===== config.mk =====
export PLATFORM = sky130hd
export DESIGN_NAME = uart_channel_scheduler
export DESIGN_NICKNAME = d
export VERILOG_FILES = /design/src/rtl/uart_sched_pkg.sv /design/src/rtl/uart_channel_scheduler_byte_fifo.sv /design/src/rtl/uart_channel_scheduler.sv
export SDC_FILE = /design/constraint.sdc
export NUM_CORES = 1
export LEC_CHECK = 0
export ABC_AREA = 0
export CORE_MARGIN = 5
export CORE_UTILIZATION = 25
export CTS_BUF_LIST = sky130_fd_sc_hd__clkbuf_4
export DETAILED_ROUTE_END_ITERATION = 10
export GPL_TIMING_DRIVEN = 0
export PLACE_DENSITY = 0.45
export RECOVER_POWER = 25
export SYNTH_ARGS = -nofsm -noshare
export SYNTH_HDL_FRONTEND = slang
export SYNTH_SLANG_ARGS = --single-unit

===== constraint.sdc =====
create_clock -name clk_i -period 2 [get_ports clk_i]
set_input_delay 0.4 -clock clk_i [delete_from_list [all_inputs] [get_ports clk_i]]
set_output_delay 0.4 -clock clk_i [all_outputs]
set_load 0.03 [all_outputs]

===== src/rtl/uart_sched_pkg.sv =====
// Shared types and constants for the two-channel UART scheduler.
// Channel encodings double as the sel value driven to the UART selector.
package uart_sched_pkg;

  typedef enum logic [1:0] {
    StIdle,
    StSwitch,
    StSend,
    StWait
  } state_e;

  localparam logic Ch0 = 1'b0;
  localparam logic Ch1 = 1'b1;

  // Pointer width for a power-of-two FIFO; pointers wrap naturally.
  function automatic int unsigned ptr_width(int unsigned depth);
    return (depth > 1) ? $clog2(depth) : 1;
  endfunction

endpackage


===== src/rtl/uart_channel_scheduler_byte_fifo.sv =====
// Depth x 8 byte FIFO with registered full/empty and a show-ahead head.
// A push while full is accepted only when a pop frees a slot in the same cycle.
module byte_fifo
  import uart_sched_pkg::*;
#(
  parameter int unsigned Depth = 4
) (
  input  logic       clk_i,
  input  logic       rst_i,
  input  logic       push_i,
  input  logic [7:0] data_i,
  input  logic       pop_i,
  output logic       full_o,
  output logic       empty_o,
  output logic [7:0] head_o
);

  localparam int unsigned PtrW = ptr_width(Depth);
  localparam logic [PtrW-1:0] PtrOne = PtrW'(1);
  localparam logic [PtrW:0] CntOne = (PtrW + 1)'(1);
  localparam logic [PtrW:0] CntFull = (PtrW + 1)'(Depth);

  logic [7:0]    mem_q [Depth];
  logic [PtrW-1:0] wptr_q, rptr_q;
  logic [PtrW:0] cnt_q, cnt_d;
  logic          full_q, empty_q;
  logic          push_ok, pop_ok;

  assign pop_ok  = pop_i && !empty_q;
  assign push_ok = push_i && (!full_q || pop_ok);

  always_comb begin
    cnt_d = cnt_q;
    if (push_ok && !pop_ok) begin
      cnt_d = cnt_q + CntOne;
    end else if (pop_ok && !push_ok) begin
      cnt_d = cnt_q - CntOne;
    end
  end

  always_ff @(posedge clk_i) begin
    if (rst_i) begin
      wptr_q  <= '0;
      rptr_q  <= '0;
      cnt_q   <= '0;
      full_q  <= 1'b0;
      empty_q <= 1'b1;
    end else begin
      if (push_ok) wptr_q <= wptr_q + PtrOne;
      if (pop_ok)  rptr_q <= rptr_q + PtrOne;
      cnt_q   <= cnt_d;
      full_q  <= (cnt_d == CntFull);
      empty_q <= (cnt_d == '0);
    end
  end

  always_ff @(posedge clk_i) begin
    if (push_ok) mem_q[wptr_q] <= data_i;
  end

  assign full_o  = full_q;
  assign empty_o = empty_q;
  assign head_o  = mem_q[rptr_q];

endmodule


===== src/rtl/uart_channel_scheduler.sv =====
// Round-robin scheduler sharing one UART core between two channels.
// sel only moves while the transmitter is idle; a guard time follows every switch.
module uart_channel_scheduler
  import uart_sched_pkg::*;
#(
  parameter int unsigned Depth   = 4,
  parameter int unsigned Guard   = 16,
  parameter int unsigned Timeout = 65535
) (
  input  logic       clk_i,
  input  logic       rst_i,
  input  logic       wr0_i,
  input  logic [7:0] data0_i,
  output logic       full0_o,
  input  logic       wr1_i,
  input  logic [7:0] data1_i,
  output logic       full1_o,
  output logic       sel_o,
  output logic       send_o,
  output logic [7:0] tx_data_o,
  input  logic       tx_done_i,
  input  logic       rx_rdy_i,
  input  logic [7:0] rx_data_i,
  output logic       rx_valid_o,
  output logic [7:0] rx_byte_o,
  output logic       rx_chan_o,
  output logic       busy_o,
  output logic       err_timeout_o
);

  localparam int unsigned GuardW = $clog2(Guard + 1);
  localparam int unsigned TmoW   = $clog2(Timeout + 1);
  localparam logic [GuardW-1:0] GuardLoad = GuardW'(Guard - 1);
  localparam logic [GuardW-1:0] GuardOne  = GuardW'(1);
  localparam logic [TmoW-1:0]   TmoLoad   = TmoW'(Timeout - 1);
  localparam logic [TmoW-1:0]   TmoOne    = TmoW'(1);

  state_e            state_q;
  logic              sel_q, last_q, send_q, busy_q, err_q;
  logic [7:0]        tx_data_q;
  logic [GuardW-1:0] guard_q;
  logic [TmoW-1:0]   tmo_q;
  logic              rx_valid_q, rx_chan_q;
  logic [7:0]        rx_byte_q;

  logic       empty0, empty1, pop0, pop1, have_work, pick;
  logic [7:0] head0, head1, pick_head, sel_head;

  assign pop0 = (state_q == StSend) && (sel_q == Ch0);
  assign pop1 = (state_q == StSend) && (sel_q == Ch1);

  byte_fifo #(.Depth(Depth)) u_fifo0 (
    .clk_i  (clk_i),
    .rst_i  (rst_i),
    .push_i (wr0_i),
    .data_i (data0_i),
    .pop_i  (pop0),
    .full_o (full0_o),
    .empty_o(empty0),
    .head_o (head0)
  );

  byte_fifo #(.Depth(Depth)) u_fifo1 (
    .clk_i  (clk_i),
    .rst_i  (rst_i),
    .push_i (wr1_i),
    .data_i (data1_i),
    .pop_i  (pop1),
    .full_o (full1_o),
    .empty_o(empty1),
    .head_o (head1)
  );

  // Contended pick goes to the channel not served last; otherwise the non-empty one.
  always_comb begin
    have_work = !empty0 || !empty1;
    if (!empty0 && !empty1) begin
      pick = ~last_q;
    end else begin
      pick = empty0;
    end
    pick_head = pick ? head1 : head0;
    sel_head  = sel_q ? head1 : head0;
  end

  always_ff @(posedge clk_i) begin
    if (rst_i) begin
      state_q    <= StIdle;
      sel_q      <= Ch0;
      last_q     <= Ch1;
      send_q     <= 1'b0;
      tx_data_q  <= '0;
      guard_q    <= '0;
      tmo_q      <= '0;
      busy_q     <= 1'b0;
      err_q      <= 1'b0;
      rx_valid_q <= 1'b0;
      rx_byte_q  <= '0;
      rx_chan_q  <= 1'b0;
    end else begin
      send_q     <= 1'b0;
      rx_valid_q <= 1'b0;
      // The line is still settling during SWITCH, so anything received there is junk.
      if (rx_rdy_i && (state_q != StSwitch)) begin
        rx_valid_q <= 1'b1;
        rx_byte_q  <= rx_data_i;
        rx_chan_q  <= sel_q;
      end
      unique case (state_q)
        StIdle: begin
          if (have_work) begin
            busy_q <= 1'b1;
            if (pick == sel_q) begin
              state_q   <= StSend;
              send_q    <= 1'b1;
              tx_data_q <= pick_head;
            end else begin
              sel_q   <= pick;
              guard_q <= GuardLoad;
              state_q <= StSwitch;
            end
          end
        end
        StSwitch: begin
          if (guard_q == '0) begin
            state_q   <= StSend;
            send_q    <= 1'b1;
            tx_data_q <= sel_head;
          end else begin
            guard_q <= guard_q - GuardOne;
          end
        end
        StSend: begin
          tmo_q   <= TmoLoad;
          state_q <= StWait;
        end
        StWait: begin
          if (tx_done_i) begin
            last_q  <= sel_q;
            state_q <= StIdle;
            busy_q  <= 1'b0;
          end else if (tmo_q == '0) begin
            err_q   <= 1'b1;
            last_q  <= sel_q;
            state_q <= StIdle;
            busy_q  <= 1'b0;
          end else begin
            tmo_q <= tmo_q - TmoOne;
          end
        end
        default: state_q <= StIdle;
      endcase
    end
  end

  assign sel_o         = sel_q;
  assign send_o        = send_q;
  assign tx_data_o     = tx_data_q;
  assign rx_valid_o    = rx_valid_q;
  assign rx_byte_o     = rx_byte_q;
  assign rx_chan_o     = rx_chan_q;
  assign busy_o        = busy_q;
  assign err_timeout_o = err_q;

endmodule


==> results of run 1 <==
==> state kept, by name (all words and copies together), names as in the netlist, 2 cells and up, named ones only <==
| name | flops |
|---|---|
| u_fifo0.wptr_q | 2 |
| u_fifo0.rptr_q | 2 |
| tx_data_o | 8 |
| tmo_q | 16 |
| state_q | 2 |
| u_fifo0.cnt_q | 3 |
| u_fifo1.wptr_q | 2 |
| u_fifo1.rptr_q | 2 |
| u_fifo0.mem_q | 32 |
| u_fifo1.cnt_q | 3 |
| rx_byte_o | 8 |
| guard_q | 5 |
| u_fifo1.mem_q | 32 |
==> final timing paths <==
check | depth (start not counted) | slack, ns | end
setup reg to reg | 7 | 0.04 | tmo_q[8]
setup / recovery | 7 | 0.04 | tmo_q[8]
hold reg to reg | 2 | 0.46 | rx_chan_o
hold / removal | 2 | 0.30 | u_fifo1.cnt_q[0]
==> synthesized netlist by cell type (all sizes together) (4+ instances only) <==
master	count	share of area, %
mux4	16	6.3
nand3b	4	0.53
nand2	59	3.9
ha	20	4.4
mux2i	10	1.8
a31oi	4	0.44
o21ai	11	1.0
a21oi	38	3.4
nor3	9	0.79
buf	6	0.53
clkbuf	13	0.86
nand2b	6	0.66
nand3	5	0.44
dfxtp	68	24
and2	8	0.88
nor2b	4	0.44
nor2	37	2.4
xor2	7	1.1
inv	25	1.7
edfxtp	64	34
xnor2	14	2.2
nor4	6	0.93
==> area by class of cell <==
cell class | instances | area share, %
clock buffers | 17 | 1.803
flip-flops and latches | 132 | 46.52
repair buffers | 66 | 8.572
inverters | 26 | 1.414
multi-input cells | 304 | 33.86
clock inverters | 15 | 1.679
plain buffers | 18 | 1.113
well taps | 285 | 5.037
==> power breakdown <==
group / total, uW / internal, uW / switching [uW]
logic: 3400 / 1520 / 1880
registers: 3630 / 3280 / 343
clock network: 1610 / 515 / 1090
==> metal layers <==
metal | up-vias | wire length (um) | share of wire [%] | track usage [%]
met5 | - | 0 | 0 | 0
met4 | 0 | 96 | 0.75 | 3.050
met3 | 7 | 497 | 3.9 | 2.925
met2 | 64 | 6412 | 50 | 17.23
met1 | 1872 | 5841 | 45 | 12.50
li1 | 1888 | - | - | -
==> placed cells by master (no fill, tap or decap), types with 5 or more instances in the layout <==
cell type	synthesis	layout
o21ai_0	10	10
mux4_2	16	16
xor2_1	7	7
nand3_1	5	5
dlygate4sd2_1	0	23
nor2_1	37	36
clkdlybuf4s50_1	0	15
mux2i_1	10	9
ha_1	20	18
nor3_1	9	8
xnor2_1	14	14
dlygate4sd3_1	0	14
clkbuf_4	0	17
dfxtp_2	0	8
a21oi_1	38	38
dfxtp_1	68	60
edfxtp_1	64	64
nand2_1	59	58
buf_4	1	12
nor4_1	5	5
inv_6	0	6
clkbuf_1	13	13
inv_1	25	23
==> through the flow <==
stage | utilization (%) | total power [uW] | setup WS, ns | setup TNS [ns]
after floorplan | - | 5733 | 0.01682 | 0
after global placement | 29.12 | 6556 | -0.3588 | -24.79
after detailed placement | 29.12 | 6620 | -0.4673 | -29.50
after CTS | 30.78 | 8370 | 0.01540 | 0
after global routing | 31.46 | 9185 | -0.04092 | -0.1167
final | 31.46 | 8630 | 0.03611 | 0
==> critical path, stage by stage, from the launching register on <==
cell and delay, ns:
dfxtp_2 0.35, or4_4 0.56, nor4_4 0.28, buf_4 0.18, buf_2 0.17, nor3_1 0.08
xnor2_1 0.16, a21oi_1 0.08
==> cell families (layout without fill, tap and decap cells) <==
| kind of cell | count (synthesis) | in the layout | synth area share [%] |
|---|---|---|---|
| DFF | 132 | 132 | 57.85 |
| and+or+nand+nor | 156 | 156 | 13.78 |
| AOI/OAI and AO/OA | 78 | 78 | 8.906 |
| muxes | 29 | 29 | 8.708 |
| xor gates and xnor gates | 21 | 21 | 3.241 |
| adders and majority gates | 20 | 20 | 4.409 |
| buffers and inverters | 45 | 142 | 3.108 |
==> what timing repair did <==
item / in CTS / in global routing
gates cloned: 0 / 1
endpoints found under the setup margin: 117 / 60
hold endpoints to repair: 0 / 0
pin swaps: 6 / 5
buffers inserted: 6 / 7
resized for setup: 59 / 20
==> run metrics, run 1 <==
critical setup path kind=flop to flop; top_reg_cell synth=dfxtp_1; Tmin final=1.964 ns; Initial Util=25.22%; Worst EP required=2.41 ns; CTS hold repair buffers=0; CP startpoint kind=flop; DR DRC count=0; Port Buffers=52; max-cap violations=0; critical path fanouts, max=5; Placed Cells incl. Taps=818; Slew @ Worst Pin=0.6596 ns; post-layout net count=615; mean area per synthesized cell=11.80 um^2; Worst-path clk slew=0.12 ns; final instance area=7079 um^2; Avg WL per Cell=14.89 um; RSZ-0062 raised after global routing=true; Final Hold Viols=0; Worst Hold Class=input port to flop; vias per cell=4.439; FMAX=509.2 MHz; 1st-iter DRT viols=149; PwrDens=1219 nW/um^2; die height=160.7 um; n_diodes=0; ys async rst share=0%; largest net degree at the start of global routing=17; placed cell areas=6553 um^2; leakage power=0.002606 uW; period utilization=98.19%; H-tree lvl count=4; Die X=160.7 um; I/O pin count=54; multi-input combinational cell area=2397 um^2; Worst EP arrival=2.37 ns; Slew HR=55.56%; Clk Latency, worst-skew pair=0.54 ns; worst-case vdd ir drop=0.5454 mV; Yosys Warn Count=0; Fill cells=2263; Core Area=22500 um^2; aggregate global routing overflow=0; count of different cell masters after synthesis=58; placer congestion estimate=0.7872; Longest Clk Path Bufs=2; final setup violation count=0; drt pass-1 iters=4; Rows=55; Final Max Slew Viols=0; synth-to-layout area growth=24.74%; Worst Skew=0.02017 ns; first-pass GRT wire length=20500 um; status=completed; ANT nets after route=0; Clock Sink Count=132; Syn Nets=531; CTS tree=built; origin of the critical flop-to-flop path=tmo_q[14]; HP Start=rst_i; EDFF count, synth=64; Seq. cell area=3293 um^2; DRT Wirelength=12850 um; DR vias=3831; placed wire-length estimate=8999 um; Num CTS Buffers=17; Critical Path Start=tmo_q[14]; crit end category=flop; Final Instance Count excl. Fillers=863; CTS Root Cell=clkbuf_4; Yosys reg bits=132; final hold slack=0.2970 ns; Cells after Synth=481; vias in the first global route=3923; DIE AREA=25810 um^2; fraction of layout cells with a size suffix above 1=20.42%; Netlist Area Pre-Place=5675 um^2; sequential area share after synthesis=57.85%; total track usage=10.14%; initial antenna violation count=0
Note: power is estimated with default switching activity, not from simulation.
==> run 2: changes to the inputs <==
Settings changed: CORE_ASPECT_RATIO from default to 0.6.
==> run metrics, run 2 (synthesis results as in run 1) <==
I/O pin count=54 (unchanged); max-cap violations=0 (unchanged); HP Start=rst_i; R2R setup slack=-0.02 ns (-0.06 ns); Rows=42 (-24%); placer congestion estimate=0.7792 (-1.0%); Num CTS Buffers=17 (unchanged); leakage power=0.002653 uW (+1.8%); Tmin final=2.020 ns (+0.05577 ns); CTS tree=built; Worst-path clk slew=0.11 ns (about the same); Worst EP required=2.47 ns (+0.06 ns); biggest regs=u_fifo0.mem_q: 32 flops, u_fifo1.mem_q: 32 flops, tmo_q: 16 flops; Clk Latency, worst-skew pair=0.55 ns (about the same); PwrDens=1233 nW/um^2 (+1.1%); origin of the critical flop-to-flop path=tmo_q[0]; Worst EP arrival=2.49 ns (+0.12 ns); CTS hold repair buffers=0 (unchanged); DR DRC count=0 (unchanged); vias in the first global route=3870 (-1.4%); RSZ-0062 raised after global routing=true; CP startpoint kind=flop; total track usage=10.60% (+0.46 points); Longest Clk Path Bufs=2 (unchanged); critical path fanouts, max=4 (-1); DRT Wirelength=13520 um (+5.2%); final instance area=7192 um^2 (+1.6%); synth-to-layout area growth=26.72%; R2R cell count=8 (+1); Hold Path Sink=u_fifo1.cnt_q[0]; Slew HR=54.60% (-0.96 points); period utilization=101.0% (+2.8 points); worst-case vdd ir drop=0.3814 mV (-30%); failing checks=negative setup slack; Slew @ Worst Pin=0.6739 ns (+0.01422 ns); Initial Util=25.59% (+0.37 points); critical setup path kind=flop to flop; DIE AREA=25910 um^2 (+0.38%); pre-CTS WS=-0.4006 ns (+0.06670 ns); 1st-iter DRT viols=177 (+19%); Core Area=22180 um^2 (-1.5%); drt pass-1 iters=4 (unchanged); placed wire-length estimate=9443 um (+4.9%); CTS Root Cell=clkbuf_4; Worst Hold Class=input port to flop; die height=126.7 um (-21%); aggregate global routing overflow=0 (unchanged); vias per cell=4.329 (-2.5%); fraction of layout cells with a size suffix above 1=21.92% (+1.5 points); Clock Sink Count=132 (unchanged); H-tree lvl count=4 (unchanged); initial antenna violation count=1 (+1); reg2reg end=state_q[1]; Final Hold Viols=0 (unchanged); ANT nets after route=0 (unchanged); status=finished with violations; Avg WL per Cell=15.13 um (+1.6%); placed cell areas=6581 um^2 (+0.44%); largest net degree at the start of global routing=17 (unchanged); crit end category=flop; most common cell after layout, fill and taps aside=edfxtp_1; final setup violation count=1 (+1); Hold Path Stages=2 (unchanged); commonest cells after routing, fill and taps aside=64 x edfxtp_1, 59 x dfxtp_1, 58 x nand2_1; Port Buffers=52 (unchanged); post-layout net count=621 (+0.98%); Die X=204.5 um (+27%); Worst Skew=0.02091 ns (+0.0007376 ns); FMAX=495.1 MHz (-2.8%); Final Max Slew Viols=0 (unchanged); first-pass GRT wire length=21110 um (+3.0%); DR vias=3870 (+1.0%); Fill cells=2281 (+0.80%); final worst setup slack=-0.01966 ns (-0.05577 ns)
## run 2: cell types whose count changed in the layout (fill, tap and decap cells not counted), sizes merged, moves of 2 or more
cell and delta:
clkinv +2, buf +6, diode +2, clkinvlp -2
## run 2: stage by stage
step                      hold slack (ns)  util (%)  setup TNS, ns  total power (uW)  cells
after floorplan                    0.4591         -              0              5733    481
after global placement             0.4441     29.68         -23.93              6567    841
after detailed placement           0.4490     29.68         -28.66              6634    841
after CTS                          0.3324     31.49              0              8560    881
after global routing               0.3634     32.43        -0.4530              9418    894
final                              0.3971     32.43       -0.01966              8865    894
## run 2: worst max-delay path: stages, from the launching register on
cell and delay, ns:
dfxtp_2 0.35, inv_2 0.08, ha_4 0.13, or3b_4 0.38, nor4_4 0.26, buf_4 0.19, o221ai_2 0.15, mux2_4 0.33
nor2_1 0.08
## run 2: layout make-up
type | count | area, um^2 | share of cell area (%)
Sequential cell | 132 | 3297 | 45.84
Multi-Input combinational cell | 304 | 2395 | 33.30
Timing Repair Buffer | 72 | 656.9 | 9.134
Tap cell | 308 | 385.4 | 5.358
Clock inverter | 15 | 145.1 | 2.018
Clock buffer | 17 | 127.6 | 1.775
Inverter | 26 | 101.3 | 1.409
Buffer | 18 | 78.83 | 1.096
Antenna cell | 2 | 5.005 | 0.06959
## run 2: worst max path at each step
stage	start	end	slack, ns	cells after the start
after floorplan	sel_o	u_fifo1.mem_q[0][0]	0.02	4
after global placement	state_q[0]	u_fifo1.mem_q[0][4]	-0.32	5
after detailed placement	state_q[0]	u_fifo1.mem_q[2][4]	-0.40	5
after CTS	state_q[0]	tmo_q[15]	0.0002	7
after global routing	tmo_q[0]	state_q[1]	-0.08	8
final	tmo_q[0]	state_q[1]	-0.02	8
## run 2: layer usage
| metal | part of all wire [%] | wire, um | global-route usage, % |
|---|---|---|---|
| met5 | 0 | 0 | 0 |
| met4 | 1.6 | 218 | 3.740 |
| met3 | 2.7 | 360 | 2.577 |
| met2 | 45 | 6020 | 15.80 |
| met1 | 51 | 6923 | 15.05 |
## run 2: power breakdown
group          internal [uW]  switching [uW]  leakage (uW)
clock network            648            1090      0.000146
registers               3290             323       0.00115
logic                   1570            1950       0.00136
## run 2: what timing repair did
action / in CTS / in global routing
gates resized for setup: 55 / 27
buffers inserted: 7 / 12
pin swaps: 3 / 14
endpoints found under the setup margin: 119 / 39
gates cloned: 1 / 0
